$ cat config.mk
export PLATFORM = sky130hd
export DESIGN_NAME = pxs_hlines
export DESIGN_NICKNAME = d
export VERILOG_FILES = /design/src/rtl/pxs_hlines.sv
export SDC_FILE = /design/constraint.sdc
export NUM_CORES = 1
export LEC_CHECK = 0
export CORE_ASPECT_RATIO = 2
export CORE_MARGIN = 2
export CORE_UTILIZATION = 47
export DETAILED_ROUTE_END_ITERATION = 7
export PLACE_DENSITY = 0.83
export SLEW_MARGIN = 40
export SYNTH_ARGS = -nofsm -noshare
export SYNTH_HDL_FRONTEND = slang
export SYNTH_SLANG_ARGS = --single-unit
$ cat constraint.sdc
create_clock -name px_clk -period 1.8 [get_ports px_clk]
set_input_delay 0.36 -clock px_clk [delete_from_list [all_inputs] [get_ports px_clk]]
set_output_delay 0.36 -clock px_clk [all_outputs]
set_load 0.01 [all_outputs]
$ cat src/rtl/pxs_hlines.sv
// Horizontal-line overlay for the iPxs pixel stream: NUM_LINES bands of THICK rows, SPACING apart, from row Y0.
// Optional per-frame scrolling of the band pattern is compiled in when PXS_SCROLL_EN is defined.
`default_nettype none

module pxs_hlines #(
  parameter logic [2:0] COLOR      = 3'b100,
  parameter logic [2:0] BG         = 3'b000,
  parameter int         Y0         = 245,
  parameter int         NUM_LINES  = 4,
  parameter int         SPACING    = 16,
  parameter int         THICK      = 1,
  parameter int         SCROLL_DIV = 2
) (
  input  logic        px_clk,
  input  logic        reset,
  input  logic        enable,
  input  logic [22:0] VGAStr_i,
  output logic [25:0] RGBStr_o,
  output logic [9:0]  offset_o
);

  localparam int PW = (SPACING > 1) ? $clog2(SPACING) : 1;
  localparam int KW = (NUM_LINES > 1) ? $clog2(NUM_LINES) : 1;
  localparam logic [PW:0] THICK_W = (PW + 1)'(THICK);

  typedef enum logic [1:0] {IDLE, ACTIVE, DONE} state_t;

  state_t          state_reg, state_next;
  logic [PW-1:0]   phase_reg, phase_next;
  logic [KW-1:0]   k_reg, k_next;
  logic            resync_reg, resync_next;
  logic            rst_tail_reg;
  logic            prev_vsync_reg;
  logic [9:0]      prev_y_reg;
  logic [22:0]     s1_str_reg;
  logic            s1_en_reg;
  logic [25:0]     out_reg;

  logic [9:0]      y_in;
  logic            vs_in;
  logic            frame_start;
  logic            new_row;
  logic [10:0]     start_row;
  logic [NUM_LINES-1:0] hit;
  logic            hit_any;
  logic [KW-1:0]   hit_k;
  logic [2:0]      rgb;

  assign y_in        = VGAStr_i[12:3];
  assign vs_in       = VGAStr_i[1];
  assign frame_start = prev_vsync_reg & ~vs_in;
  assign new_row     = (y_in != prev_y_reg);

`ifdef PXS_SCROLL_EN
  localparam int DW = (SCROLL_DIV > 1) ? $clog2(SCROLL_DIV) : 1;
  logic [DW-1:0] div_cnt_reg;
  logic [9:0]    offset_reg;

  always_ff @(posedge px_clk) begin
    if (reset) begin
      div_cnt_reg <= '0;
      offset_reg  <= '0;
    end else if (frame_start) begin
      if (div_cnt_reg == DW'(SCROLL_DIV - 1)) begin
        div_cnt_reg <= '0;
        offset_reg  <= (offset_reg == 10'(SPACING - 1)) ? 10'd0 : offset_reg + 10'd1;
      end else begin
        div_cnt_reg <= div_cnt_reg + 1'b1;
      end
    end
  end

  assign offset_o  = offset_reg;
  assign start_row = 11'(Y0) + {1'b0, offset_reg};
`else
  assign offset_o  = '0;
  assign start_row = 11'(Y0);
`endif

  // Start row of every line; rows past 1023 never equal a 10-bit YCoord.
  generate
    for (genvar gi = 0; gi < NUM_LINES; gi++) begin : g_line
      logic [15:0] line_row;
      assign line_row = 16'(start_row) + 16'(gi * SPACING);
      assign hit[gi]  = (line_row == {6'b0, y_in});
    end
  endgenerate

  assign hit_any = |hit;

  always_comb begin
    hit_k = '0;
    for (int i = NUM_LINES - 1; i >= 0; i--) begin
      if (hit[i]) hit_k = KW'(i);
    end
  end

  // After a reset the tracker may join at any later line start of the running frame;
  // the frame start seen right after reset (prev_vsync resets high) keeps that allowance.
  always_comb begin
    state_next  = state_reg;
    phase_next  = phase_reg;
    k_next      = k_reg;
    resync_next = resync_reg;
    if (frame_start) begin
      state_next  = IDLE;
      phase_next  = '0;
      k_next      = '0;
      resync_next = rst_tail_reg ? resync_reg : 1'b0;
    end else begin
      case (state_reg)
        IDLE: begin
          if (resync_reg ? hit_any : hit[0]) begin
            state_next = ACTIVE;
            phase_next = '0;
            k_next     = resync_reg ? hit_k : '0;
          end
        end
        ACTIVE: begin
          if (new_row) begin
            if (phase_reg == PW'(SPACING - 1)) begin
              phase_next = '0;
              if (k_reg == KW'(NUM_LINES - 1)) state_next = DONE;
              else k_next = k_reg + 1'b1;
            end else begin
              phase_next = phase_reg + 1'b1;
            end
          end
        end
        DONE:    state_next = DONE;
        default: state_next = IDLE;
      endcase
    end
  end

  // Tracker registers hold the state after the stage-1 pixel, so they line up with s1_str_reg.
  assign rgb = (s1_en_reg && s1_str_reg[0] && (state_reg == ACTIVE) && ({1'b0, phase_reg} < THICK_W))
               ? COLOR : BG;

  always_ff @(posedge px_clk) begin
    if (reset) begin
      state_reg      <= IDLE;
      phase_reg      <= '0;
      k_reg          <= '0;
      resync_reg     <= 1'b1;
      rst_tail_reg   <= 1'b1;
      prev_vsync_reg <= 1'b1;
      prev_y_reg     <= '0;
      s1_str_reg     <= '0;
      s1_en_reg      <= 1'b0;
      out_reg        <= '0;
    end else begin
      state_reg      <= state_next;
      phase_reg      <= phase_next;
      k_reg          <= k_next;
      resync_reg     <= resync_next;
      rst_tail_reg   <= 1'b0;
      prev_vsync_reg <= vs_in;
      prev_y_reg     <= y_in;
      s1_str_reg     <= VGAStr_i;
      s1_en_reg      <= enable;
      out_reg        <= {rgb, s1_str_reg};
    end
  end

  assign RGBStr_o = out_reg;

endmodule

`default_nettype wire
==> results_dict.tcl, run 1 <==
set metrics [dict create \
    p_per_area_nw_per_um2 998.2 \
    overflow 0 \
    clkSinkCount 59 \
    clock.fmax_mhz 568.2 \
    end_kind "flip-flop" \
    hold_buffers 0 \
    htreeDepth 3 \
    diodes 0 \
    cts_buffer_depth 2 \
    nets 309 \
    wl_mm 4.729 \
    placed_area_um2 2831 \
    worstHoldStart "reset" \
    min_to "RGBStr_o[2]$_SDFF_PP0_" \
    cellLeakagePower_nw 1.263 \
    gp_congestion 0.8766 \
    clock_latency_ns 0.33 \
    holdPathStages 2 \
    syn_area_um2 2248 \
    yosysUniqueCellTypes 42 \
    ys_warn_count 0 \
    dieArea_um2 5387 \
    clk_pin_slew_ns 0.07 \
    power_w 0.003120 \
    syn_avg_cell_area_um2 10.61 \
    drive_gt1_share_pct 16.96 \
    syn_to_final_growth_pct 39.01 \
    initial_utilization_pct 48.90 \
    core_um2 4598 \
    io_pins 62 \
    cts_tree "yes" \
    first_global_vias 1694 \
    cts_inserted_buffers 9 \
    yosys.area.top_type_share_pct 52.53 \
    holdWs_ns 0.3448 \
    synth_edf_count 0 \
    drtIter0Drc 23 \
    ant_nets 0 \
    rr_worst_depth 7 \
    cts_resized 0 \
    first_pass_iters 4 \
    grtUsageTotal_pct 19.53 \
    worstSetupStartpointType "primary input" \
    grt_pass1_wl_mm 7.479 \
    hold_viol_final 0 \
    drv_cap 0 \
    dp_hpwl_mm 3.223 \
    yosysSeqAreaShare_pct 52.53 \
    status "completed" \
    skew_ns 0.004214 \
    hold_path_class "in2reg" \
    r2r-start "state_reg[1]$_SDFFE_PP0P_" \
    largest_reg_flops 24 \
    grt_max_degree 41 \
    final-setup-viol-count 0 \
    r2r-end "k_reg[0]$_SDFFE_PP0P_" \
    required_ns 2.01 \
    ys.flop_type "dfxtp_1" \
    drc_errors 0 \
    crit_path_max_fanout 7 \
    fin_crit_sh_pct 97.78 \
    period_needed_ns 1.760 \
    slew_viol_final 0 \
    async_reset_ff_share_pct 0 \
    synth_common_cells "59 x dfxtp_1, 46 x nor2b_1, 12 x buf_4" \
    synth_largest_area_cell "dfxtp_1" \
    worstPathArrival_ns 1.97 \
    wl_per_cell_um 13.99 \
    synthCells 212 \
    dp_slack_ns -0.3257 \
    vias_per_cell 4.970 \
    final_area_um2 3126 \
    r2r_slack_ns 0.13 \
    layout_setup_ws_ns 0.03996 \
    antenna_found_initial 0 \
    synth_area_leaders "dfxtp_1 53%, nor2b_1 13%, buf_4 4.0%, xnor2_1 3.5%, ha_1 2.8%" \
    path_class "in2reg" \
    finalCoreUtilization_pct 67.97 \
    ys_ff_latch 59 \
    die_h_um 101.8 \
    port_buffers 49 \
    cts-root-buf "clkbuf_8" \
    yosysMostFrequentCell "dfxtp_1" \
    vias 1680 \
    fill_cells 344 \
    rows 35 \
    ir_drop_mv 0.9984 \
    cts_setup_buffers 0 \
    fp.dieW_um 52.91 \
]
-- cell families after synthesis --
kind of cell    count (synthesis)  synth area share (%)
simple gates                   81                 23.59
flops                          59                 52.53
compound gates                 29                 9.572
buf+inv                        26                 6.400
xor+xnor                       11                 4.953
fa+ha+maj                       5                 2.782
other cells                     1                0.1668
-- power by group --
group,leakage [nW],switching (W),internal (W)
registers,0.487,0.0000206,0.00136
clock network,0.126,0.000517,0.000959
logic,0.650,0.000114,0.000150
-- layout make-up --
cell class	instances	area, um2	area share (%)
Clock buffer	10	137.6	4.404
Clock inverter	6	112.6	3.603
Inverter	7	26.28	0.8407
Multi-Input combinational cell	138	993.5	31.79
Sequential cell	59	1181	37.79
Tap cell	55	68.82	2.202
Timing Repair Buffer	63	605.6	19.38
-- critical path: stages --
cell             delay, ns
clkdlybuf4s50_1       0.52
buf_4                 0.17
and4b_1               0.22
a22oi_2               0.08
o21a_2                0.29
nor2_1                0.22
o22ai_1               0.10
-- per-stage QoR --
stage / TNS, ns / cells
after detailed placement: -2.304 / 322
after global placement: -1.945 / 322
after global routing: -0.04075 / 338
final: 0 / 338
after floorplan: 0 / 223
after CTS: 0 / 338
-- metal layers --
metal  vias up  track usage (%)  routed length [um]
met3        11            6.433                 240
li1        819                -                   -
met5         -                0                   0
met2        49            34.04                2671
met4         0            12.03                 151
met1       801            19.12                1666
-- worst max-delay path by stage --
stage | from | to | slack [ns]
6_report | VGAStr_i[7] | phase_reg[3]$_SDFFE_PP0P_ | 0.04
5_1_grt | VGAStr_i[7] | k_reg[1]$_SDFFE_PP0P_ | -0.02
4_1_cts | VGAStr_i[9] | phase_reg[3]$_SDFFE_PP0P_ | 0.02
3_5_place_dp | VGAStr_i[9] | phase_reg[3]$_SDFFE_PP0P_ | -0.33
3_3_place_gp | VGAStr_i[9] | k_reg[0]$_SDFFE_PP0P_ | -0.28
2_1_floorplan | state_reg[1]$_SDFFE_PP0P_ | phase_reg[2]$_SDFFE_PP0P_ | 0.22
-- cells in the final DEF (no fill, tap or decap), types with 2 or more instances in the layout --
cell / Yosys / layout
inv_1: 7 / 7
nand2b_1: 3 / 3
nand3_1: 4 / 4
dlymetal6s2s_1: 0 / 6
nand4_1: 5 / 5
bufinv_16: 0 / 3
nor4_1: 2 / 2
clkinv_4: 0 / 2
clkbuf_8: 0 / 10
o22ai_1: 2 / 2
conb_1: 1 / 12
o31ai_1: 3 / 3
nor2_1: 3 / 3
a21oi_1: 7 / 7
dfxtp_1: 59 / 59
ha_1: 5 / 5
nor2b_1: 46 / 46
xnor2_1: 9 / 7
xnor2_2: 2 / 4
clkdlybuf4s50_1: 0 / 42
nand2_1: 7 / 7
buf_4: 12 / 14
o21ai_0: 7 / 6
Power figures use the tool's default switching activity.
==> run 2: changes to the inputs <==
Settings changed: SKIP_CTS_REPAIR_TIMING from default to 1.
==> results of run 2 <==
No change in the layout: final DEF, timing and power equal those of run 1.
==> run 3: changes to the inputs <==
Settings changed: SLEW_MARGIN 40 to 20.
==> results of run 3 <==
No change in the layout: final DEF, timing and power equal those of run 1.
